File: src/rtl/accumulator_sequencer.sv
// Accumulator register with a built-in repeat sequencer: one start pulse applies
// a latched operation (load/add/sub/shift/rotate/clear/hold) for a programmed number of cycles.
module accumulator_sequencer #(
    parameter int N   = 64,
    parameter int RW  = 8,
    parameter bit SAT = 1'b0
) (
    input  logic          clk,
    input  logic          reset,
    input  logic          start,
    input  logic          abort,
    input  logic [2:0]    op,
    input  logic [RW-1:0] rep_count,
    input  logic [N-1:0]  load_val,
    input  logic [N-1:0]  step_val,
    input  logic          serial_in,
    output logic [N-1:0]  acc,
    output logic          carry,
    output logic          ovf,
    output logic          zero,
    output logic          busy,
    output logic          done
);

    typedef enum logic [1:0] {IDLE, RUN, DONE} state_t;

    localparam logic [2:0] OP_HOLD  = 3'b000;
    localparam logic [2:0] OP_LOAD  = 3'b001;
    localparam logic [2:0] OP_ADD   = 3'b010;
    localparam logic [2:0] OP_SUB   = 3'b011;
    localparam logic [2:0] OP_SHL   = 3'b100;
    localparam logic [2:0] OP_SHR   = 3'b101;
    localparam logic [2:0] OP_ROTL  = 3'b110;
    localparam logic [2:0] OP_CLEAR = 3'b111;

    state_t          state_reg, state_next;
    logic [N-1:0]    acc_reg, acc_next;
    logic            carry_reg, carry_next;
    logic            ovf_reg, ovf_next;
    logic [RW-1:0]   remaining_reg, remaining_next;
    logic [2:0]      op_reg, op_next;
    logic [N-1:0]    step_reg, step_next;
    logic [N-1:0]    load_reg, load_next;
    logic            sin_reg, sin_next;

    // N+1 bit results: the top bit is the carry out of ADD or the borrow of SUB.
    logic [N:0]      sum;
    logic [N:0]      diff;

    assign sum  = {1'b0, acc_reg} + {1'b0, step_reg};
    assign diff = {1'b0, acc_reg} - {1'b0, step_reg};

    always_ff @(posedge clk or negedge reset) begin
        if (!reset) begin
            state_reg     <= IDLE;
            acc_reg       <= '0;
            carry_reg     <= 1'b0;
            ovf_reg       <= 1'b0;
            remaining_reg <= '0;
            op_reg        <= OP_HOLD;
            step_reg      <= '0;
            load_reg      <= '0;
            sin_reg       <= 1'b0;
        end else begin
            state_reg     <= state_next;
            acc_reg       <= acc_next;
            carry_reg     <= carry_next;
            ovf_reg       <= ovf_next;
            remaining_reg <= remaining_next;
            op_reg        <= op_next;
            step_reg      <= step_next;
            load_reg      <= load_next;
            sin_reg       <= sin_next;
        end
    end

    always_comb begin
        state_next     = state_reg;
        acc_next       = acc_reg;
        carry_next     = carry_reg;
        ovf_next       = ovf_reg;
        remaining_next = remaining_reg;
        op_next        = op_reg;
        step_next      = step_reg;
        load_next      = load_reg;
        sin_next       = sin_reg;
        busy           = 1'b0;
        done           = 1'b0;

        case (state_reg)
            IDLE: begin
                if (start) begin
                    op_next        = op;
                    step_next      = step_val;
                    load_next      = load_val;
                    sin_next       = serial_in;
                    remaining_next = (rep_count == '0) ? RW'(1) : rep_count;
                    state_next     = RUN;
                end
            end
            RUN: begin
                busy = 1'b1;
                // Abort wins over the op: the aborting edge leaves acc/carry/ovf untouched.
                if (abort) begin
                    state_next = IDLE;
                end else begin
                    case (op_reg)
                        OP_LOAD: begin
                            acc_next   = load_reg;
                            carry_next = 1'b0;
                            ovf_next   = 1'b0;
                        end
                        OP_ADD: begin
                            acc_next   = (SAT && sum[N]) ? {N{1'b1}} : sum[N-1:0];
                            carry_next = sum[N];
                            ovf_next   = ovf_reg | sum[N];
                        end
                        OP_SUB: begin
                            acc_next   = (SAT && diff[N]) ? {N{1'b0}} : diff[N-1:0];
                            carry_next = diff[N];
                            ovf_next   = ovf_reg | diff[N];
                        end
                        OP_SHL: begin
                            acc_next   = {acc_reg[N-2:0], sin_reg};
                            carry_next = acc_reg[N-1];
                        end
                        OP_SHR: begin
                            acc_next   = {sin_reg, acc_reg[N-1:1]};
                            carry_next = acc_reg[0];
                        end
                        OP_ROTL: begin
                            acc_next   = {acc_reg[N-2:0], acc_reg[N-1]};
                            carry_next = acc_reg[N-1];
                        end
                        OP_CLEAR: begin
                            acc_next   = '0;
                            carry_next = 1'b0;
                            ovf_next   = 1'b0;
                        end
                        default: ;
                    endcase
                    remaining_next = remaining_reg - RW'(1);
                    if (remaining_reg <= RW'(1)) begin
                        state_next = DONE;
                    end
                end
            end
            DONE: begin
                done       = 1'b1;
                state_next = IDLE;
            end
            default: state_next = IDLE;
        endcase
    end

    assign acc   = acc_reg;
    assign carry = carry_reg;
    assign ovf   = ovf_reg;
    assign zero  = (acc_reg == '0);

endmodule

File: config.mk
export PLATFORM = sky130hd
export DESIGN_NAME = accumulator_sequencer
export DESIGN_NICKNAME = d
export VERILOG_FILES = /design/src/rtl/accumulator_sequencer.sv
export SDC_FILE = /design/constraint.sdc
export NUM_CORES = 1
export LEC_CHECK = 0
export CAP_MARGIN = 15
export CELL_PAD_IN_SITES_DETAIL_PLACEMENT = 0
export CELL_PAD_IN_SITES_GLOBAL_PLACEMENT = 2
export CORE_MARGIN = 2
export CORE_UTILIZATION = 33
export DETAILED_ROUTE_END_ITERATION = 10
export MAX_ROUTING_LAYER = met4
export PLACE_DENSITY_LB_ADDON = 0.1
export SLEW_MARGIN = 20
export SYNTH_ARGS = -nofsm -noshare
export SYNTH_HDL_FRONTEND = slang
export SYNTH_SLANG_ARGS = --single-unit
export TNS_END_PERCENT = 30
File: constraint.sdc
create_clock -name clk -period 3.6 [get_ports clk]
set_input_delay 0.36 -clock clk [delete_from_list [all_inputs] [get_ports clk]]
set_output_delay 0.36 -clock clk [all_outputs]
set_load 0.02 [all_outputs]
# ---- After elaboration in Yosys (flattened, before gate mapping)
# Index checks and enable logic that the tools add are counted.
dict set report word_totals {
  ff_bits 208
  latch_bits 0
  ram_bits 0
  romBits 0
  input_bits 144
  output_inout_bits 69
  elab_cells 56
  n_memories 0
}
dict set report classes {
  n_addsub 3
  multipliers 0
  div 0
  order_cmp 1
  eq_ne 12
  shift 0
  mux 13
  bitwise 3
  reduce_logical 15
}
# op count
set op_table {}
lappend op_table {{64-bit one-hot mux with 7 select lines} 1}
lappend op_table {{64-bit by 64-bit adder with 65-bit output} 1}
lappend op_table {{64-bit by 64-bit subtractor with 65-bit output} 1}
lappend op_table {{64-bit zero test} 1}
lappend op_table {{8-bit 2-to-1 mux} 3}
lappend op_table {{8-bit one-hot mux with 2 select lines} 1}
lappend op_table {{3-bit == test (second input constant)} 4}
lappend op_table {{3-bit AND reduction} 4}
lappend op_table {{8-bit by 1-bit less-or-equal comparator with 1-bit output (second input constant)} 1}
lappend op_table {{8-bit zero test} 1}
lappend op_table {{8-bit by 1-bit subtractor with 8-bit output (second input constant)} 1}
lappend op_table {{7-bit nonzero test} 1}
lappend op_table {{3-bit by 2-bit == test with 1-bit output (second input constant)} 2}
lappend op_table {{2-bit 2-to-1 mux} 3}
lappend op_table {{1-bit one-hot mux with 5 select lines} 1}
lappend op_table {{5-bit nonzero test} 1}
lappend op_table {{2-bit != test (second input constant)} 2}
lappend op_table {{2-bit one-hot mux with 2 select lines} 1}
lappend op_table {{2-bit AND reduction} 2}
lappend op_table {{2-bit OR reduction} 2}
lappend op_table {{3-bit by 1-bit == test with 1-bit output (second input constant)} 1}
lappend op_table {{3-bit != test (second input constant)} 1}
lappend op_table {{1-bit one-hot mux with 3 select lines} 1}
lappend op_table {{3-bit nonzero test} 1}
lappend op_table {{other kinds (7)} 9}

# ---- Depth between registers and ports, before layout
dict set report logic_depth {
  depth_word 4
  depth_mapped 13
  mapped_depth_nobuf 13
}

# ---- Worst setup path after synthesis
# Ideal clock, no wire load.
dict set report synth_timing {
  kind {reg2reg}
  startpoint {register acc_reg[0], in the netlist acc[0]}
  endpoint {register ovf_reg, in the netlist ovf}
  setup_time_ns 0.134
  arrival_time_ns 3.118
  required_ns 3.466
  slack_ns 0.348
  path_stages_with_launch 14
  n_path_buf 0
  synth_period_minus_slack_ns 3.252
  path_cell_list {dfrtp_1 inv_1 ha_1 fa_1 nand2b_1 a21oi_2 o21ai_1 a211oi_2 o211ai_2 a31oi_4 a311oi_2 or3b_1 a32oi_1 o31ai_1}
}
dict set report synth_between {
  elab_chain_len 3
  word_cells_on_any_way 5
  classes_between {add/sub (2); mux (1); bitwise (2)}
}
# element line
set synth_lines {}
lappend synth_lines {{start: declaration} 37} ;# logic [N-1:0] acc_reg, acc_next;
lappend synth_lines {{start signal: assignment} 66} ;# acc_reg <= acc_next;
lappend synth_lines {{64-bit by 64-bit subtractor with 65-bit output or 64-bit by 64-bit adder with 65-bit output (tied branches)} {51, 50}}
lappend synth_lines {{1-bit OR, on equally long branches} {121, 116}}
lappend synth_lines {{1-bit one-hot mux with 3 select lines (*)} 107} ;# case (op_reg)
lappend synth_lines {{end signal: assignment} 68} ;# ovf_reg <= ovf_next;
lappend synth_lines {{end: declaration} 39} ;# logic ovf_reg, ovf_next;
# Mark *: on every way between the ends. The rest lies on a longest branch, timed or not.
# A chain may end at the register's enable or synchronous reset.

# ---- Final worst setup path
dict set report layout_timing {
  startpoint {register acc_reg[34], in the netlist acc[34]}
  endpoint {output port zero}
}
dict set report layout_between {
  elab_chain_len 1
}
# element line
set layout_lines {}
lappend layout_lines {{64-bit zero test} 159} ;# assign zero = (acc_reg == '0);
lappend layout_lines {{end: declaration} 20} ;# output logic zero,
# Every way passes these cells.

==> results.yml <==
synthesis:
  syn_area_um2: 18300
  synthFlopType: "dfrtp_1"
  ys_seq_area_share_pct: 28.4
  ys_top_cells_by_count: "452 x nand2_1, 269 x a21oi_1, 222 x o21ai_0"
  synthCells: 2492
  synth_nets: 2769
  yosys_warnings: 0
  synth_area_leader_cell: "dfrtp_1"
  post-synth-top-count-cell: "nand2_1"
  syn_avg_cell_area_um2: 7.36
  ys_top_cells_by_area: "dfrtp_1 28%, nand2_1 9.3%, ha_1 8.9%"
  synth-edff-count: 0
  synth_top_area_share_pct: 28.4
  yosys_register_bits: 208
  async_flop_share_pct: 100
  synth_cell_types: 91
hold_path:
  hp-start: "load_val[5]"
  hold_path.class: "input port to register"
clocking:
  clock_latency_ns: 0.61
  cts_buffer_depth: 3
  clockRootBuffer: "clkbuf_16"
  cts_made_buffers: 29
  cts_tree: "built"
  clk_pin_slew_ns: 0.06
  clock_sinks: 208
  cts_max_level: 1
finish:
  fin_util_pct: 44.5
  syn_to_final_growth_pct: 33.4
  final_area_um2: 24500
  stdcell_count: 3655
  regArea_um2: 5210
  drive_above_1_share_pct: 15.4
  multiInputGateArea_um2: 12200
  diodes: 0
  fillers: 5721
  nNetsFinal: 3166
timing:
  fin_crit_sh_pct: 99.3
  tightest_slew_ns: 0.845
  fmax_mhz: 280
  rsz0062_at_grt: "true"
  slew_viol_final: 0
  relSlewSlack_pct: 43.2
  post-route-min-period_ns: 3.57
  hold_violations: 0
  tns_ns: 0
  setup_viol: 0
  clock_skew_ns: 0.0207
power:
  p_leak_nw: 10.7
  p_per_area_nw_per_um2: 991
  ir_drop_uv: 423
global_routing:
  grt_max_degree: 94
  grt_pass1_wl_um: 136000
  grt_pass1_vias: 20800
  grt_usage_pct: 32.2
  gr-total-overflow: 0
  grt_antenna_before_repair: 0
drt:
  ant_nets: 0
  via_per_inst: 5.73
  post_drt_wl_per_cell_um: 24.8
  drtIter0Drc: 1845
  totalWireLength_um: 90800
  drtPass1Iterations: 5
  drc_errors: 0
  num_vias: 20900
worst_setup_path:
  reg2reg_slack_ns: 0.10
  cp.required_ns: 3.24
  r2r-start: "step_reg[6]"
  crit_top_cell: "nor4_1"
  critPathSlowestCell: "clkdlybuf4s50_1"
  crit_fanout: 7
  cp-startpoint: "acc[34]"
  path_cells: "buf_4 -> nor4_1 -> nand4_1 -> nor4_1 -> clkdlybuf4s50_1"
  crit_type: "register to output pin"
  startpoint_type: "register"
  cp.arrival_ns: 3.21
  endpoint_kind: "output pin"
  critical_path.max_stage_delay_ns: 0.68
placement:
  hpwl_um: 70500
  gp_congestion: 0.990
  post_dp_cell_area_um2: 23200
  dp.cells: 3602
  port_buffers: 212
floorplanning:
  die_x_um: 240
  die_h_um: 240
  num_rows: 86
  io_pins: 213
  core_area_um2: 55000
  die-area_um2: 57500
  start_util_pct: 33.3
outcome:
  status: "completed"
flow_run:
  drv_cap: 0
kinds of logic after synthesis:
logic type / Yosys count / share of synthesized area (%)
AO/OA/AOI/OAI: 882 / 30.7
XOR/XNOR: 42 / 2.01
adder cells (fa/ha/maj): 133 / 9.16
buffers and inverters: 302 / 6.52
flip-flops: 208 / 28.4
multiplexers: 13 / 0.730
AND/OR/NAND/NOR: 912 / 22.6
worst paths after layout:
| kind | end | cells after the start |
|---|---|---|
| worst min register to register | load_reg[61] | 2 |
| min in group asynchronous | step_reg[19] | 2 |
| worst min-delay path | load_reg[5] | 3 |
| max in group asynchronous | step_reg[60] | 3 |
| worst max-delay path | zero | 5 |
| worst max register to register | acc[63] | 14 |
critical path, delay by kind of cell (launching register included):
kind	cells	cell delay (ns)
and+or+nand+nor	3	1.39
buffers and inverters	2	0.86
DFF	1	0.37
repair_timing:
item                                    CTS  global route
buffers inserted                          0             3
endpoints found under the setup margin    2            32
gates resized for setup                   2            37
pin swaps                                 0            13
hold endpoints to repair                 66             0
hold buffers                              1             0
power breakdown:
group	total (mW)	leakage (nW)	internal [mW]	switching, mW
logic	17.3	7.69	6.78	10.5
clock network	3.16	0.489	1.91	1.25
registers	3.76	2.55	3.07	0.691
total	24.2	10.7	11.8	12.5
through the flow:
step                      hold WS (ns)  worst slack (ns)  power [mW]
final                            0.280            0.0256        24.2
after global routing             0.282           -0.0540        25.8
after CTS                        0.252            0.0133        23.9
after detailed placement         0.354           -0.0400        20.6
after global placement           0.352          -0.00237        20.6
after floorplan                 0.0644             0.348        13.0
layout make-up:
type                       instances  share of cell area, %
clock buffer                      38                   3.27
clock inverter                    11                  0.839
inverter                         140                   2.15
multi-input combinational       1982                   49.7
sequential                       208                   21.3
tap                              748                   3.83
timing repair buffer             528                   18.9
cells in the final DEF (no fill, tap or decap), drive strengths merged, types with 48 or more instances in the layout:
cell type	n
a21oi	273
buf	316
clkdlybuf4s50	211
dfrtp	208
ha	131
inv	140
nand2	452
nor2	152
nor3	56
nor4	48
o21ai	237
routing by layer:
metal,up-vias,GRT usage (%),wire length [µm]
li1,9760,-,-
met1,10300,43.3,41300
met2,758,51.6,41400
met3,162,3.43,4960
met4,0,8.60,3190
met5,-,-,0
(Power assumes the default switching activity.)
==> variant (same settings) <==
Set the parameter `SAT` to 1'b1 (it was 1'b0).
--- a/src/rtl/accumulator_sequencer.sv
+++ b/src/rtl/accumulator_sequencer.sv
@@ -4,5 +4,5 @@
     parameter int N   = 64,
     parameter int RW  = 8,
-    parameter bit SAT = 1'b0
+    parameter bit SAT = 1'b1
 ) (
     input  logic          clk,
Behaviour: not the same (Yosys sat finds a counterexample within 4 cycles, from zero or initial values and one cycle with reset low).
==> variant against the unedited design <==
  * Final area up 6.3%
  * Clock skew up 0.016 ns
  * Final cell count up 4.7%
  * Routed wire length up 9.7%
  * Count of clock-buffer cells in the layout up 1
  * Power up 15%
  * Sequential share of layout area down 1.3 points
  * Maximum frequency up 0.26%
  * Clock power up 2%
  * Via count up 5.0%
  * Sequential power down 3%
  * Worst setup slack better by 0.0092 ns
  * Area after synthesis up 3.0%
  * Sequential cell count unchanged
==> variant: results (changes against the unedited design) <==
ys_top_cells_by_area: "dfrtp_1 (28%), nand2_1 (8.8%), ha_1 (8.7%)"
critPathKind: "reg2reg"
yosysUniqueCellTypes: 93  # +2.2%
ys_top_cells_by_count: "nand2_1 (443), o21ai_0 (235), a21oi_1 (225), dfrtp_1 (208), inv_1 (147)"
nets: 3325  # +5.0%
fin_skew_ns: 0.03694  # +0.01621 ns
gp_congestion: 1.003  # +1.3%
reg2reg_to: "acc[62]"
r2r_slack_ns: 0.03  # -0.07 ns
synth-xor-area-share_pct: 4.314  # +2.3 points
synthAdderAreaFrac_pct: 8.894  # -0.26 points
worst_hold_slack_ns: 0.2836  # +0.003119 ns
syn_nets: 2816  # +1.7%
grt_max_degree: 77  # -18%
hpwl_um: 80100  # +14%
hold_depth: 3  # unchanged
grt_pass1_wl_um: 146700  # +8.0%
path_clk_slew_ns: 0.06  # about the same
holdPathEnd: "load_reg[33]"
layout-drive-gt1-share_pct: 18.63  # +3.3 points
max_freq_mhz: 280.5  # +0.26%
syn_area_per_cell_um2: 7.436  # +1.1%
ys_seq_area_share_pct: 27.57  # -0.82 points
combPwrFrac_pct: 75.4  # +4.0 points
fillCellCount: 5728  # +0.12%
post-place-cells: 3772  # +4.7%
p_sw_share_pct: 51.55  # about the same
wl_met1_um: 44750  # +8.5%
pg_comb_mw: 21.0  # +21%
synth_compound_area_share_pct: 29.55  # -1.1 points
arrival_ns: 4.09  # +0.88 ns
slowest_delay_ns: 0.43  # -0.25 ns
track_usage_pct: 33.95  # +1.7 points
holdCritStartpoint: "load_val[33]"
routed_wl_um: 99560  # +9.7%
critPathLaunch: "step_reg[32]"
cts_made_buffers: 28  # -3.4%
grt_pass1_vias: 21822  # +4.9%
synth_mux_area_share_pct: 0.4242  # -0.31 points
post_dp_cell_area_mm2: 0.02466  # +6.1%
ir_worst_vdd_v: 0.0004428  # +4.7%
post-place-ws_ns: -0.4499  # -0.4099 ns
seqPwrFrac_pct: 13.0  # -2.5 points
yosys_warnings: 0  # unchanged
use_met3_pct: 4.578  # +1.1 points
viasPerCell: 5.743  # +0.23%
wl_met3_um: 6647  # +34%
outcome: "complete, no violations"
slowest_stage: "ha_1"
leakage_nw: 11.43  # +6.5%
drtIter0Drc: 2179  # +18%
dr.pass1.iters: 9  # +4
antenna_found_initial: 5  # +5
grt_util_met2_pct: 51.85  # +0.28 points
tightest_slew_ns: 0.9665  # +0.1218 ns
wl_per_cell_um: 26.01  # +4.7%
route.met2.wl_um: 44320  # +7.1%
reg2reg_depth: 15  # +1
grt_util_met1_pct: 46.11  # +2.9 points
variant: changes by cell type in the layout (fill, tap and decap cells not counted), moves of 11 or more:
| cell | delta |
|---|---|
| a221oi_1 | -17 |
| nand3_1 | -13 |
| buf_4 | +104 |
| o31ai_1 | -12 |
| nor2b_1 | +11 |
| a211o_1 | -11 |
| inv_1 | +14 |
| a222oi_1 | +17 |
| a21oi_1 | -47 |
| xnor2_1 | +47 |
| o21ai_1 | +15 |
variant: final cells by class:
cell class / count / area (µm²) / area share [%]
diodes: 2 / 5.005 / 0.01924
clock buffers: 39 / 822.0 / 3.160
clock inverters: 13 / 229.0 / 0.8802
inverters: 153 / 574.3 / 2.208
multi-input cells: 2019 / 12730 / 48.92
flip-flops and latches: 208 / 5205 / 20.01
well taps: 756 / 945.9 / 3.636
repair buffers: 638 / 5505 / 21.16
variant: what timing repair did:
action	CTS	global route
resized for setup	14	62
pin swaps	0	13
endpoints found under the setup margin	21	63
hold buffers	1	0
hold endpoints to repair	73	0
buffers inserted	0	1
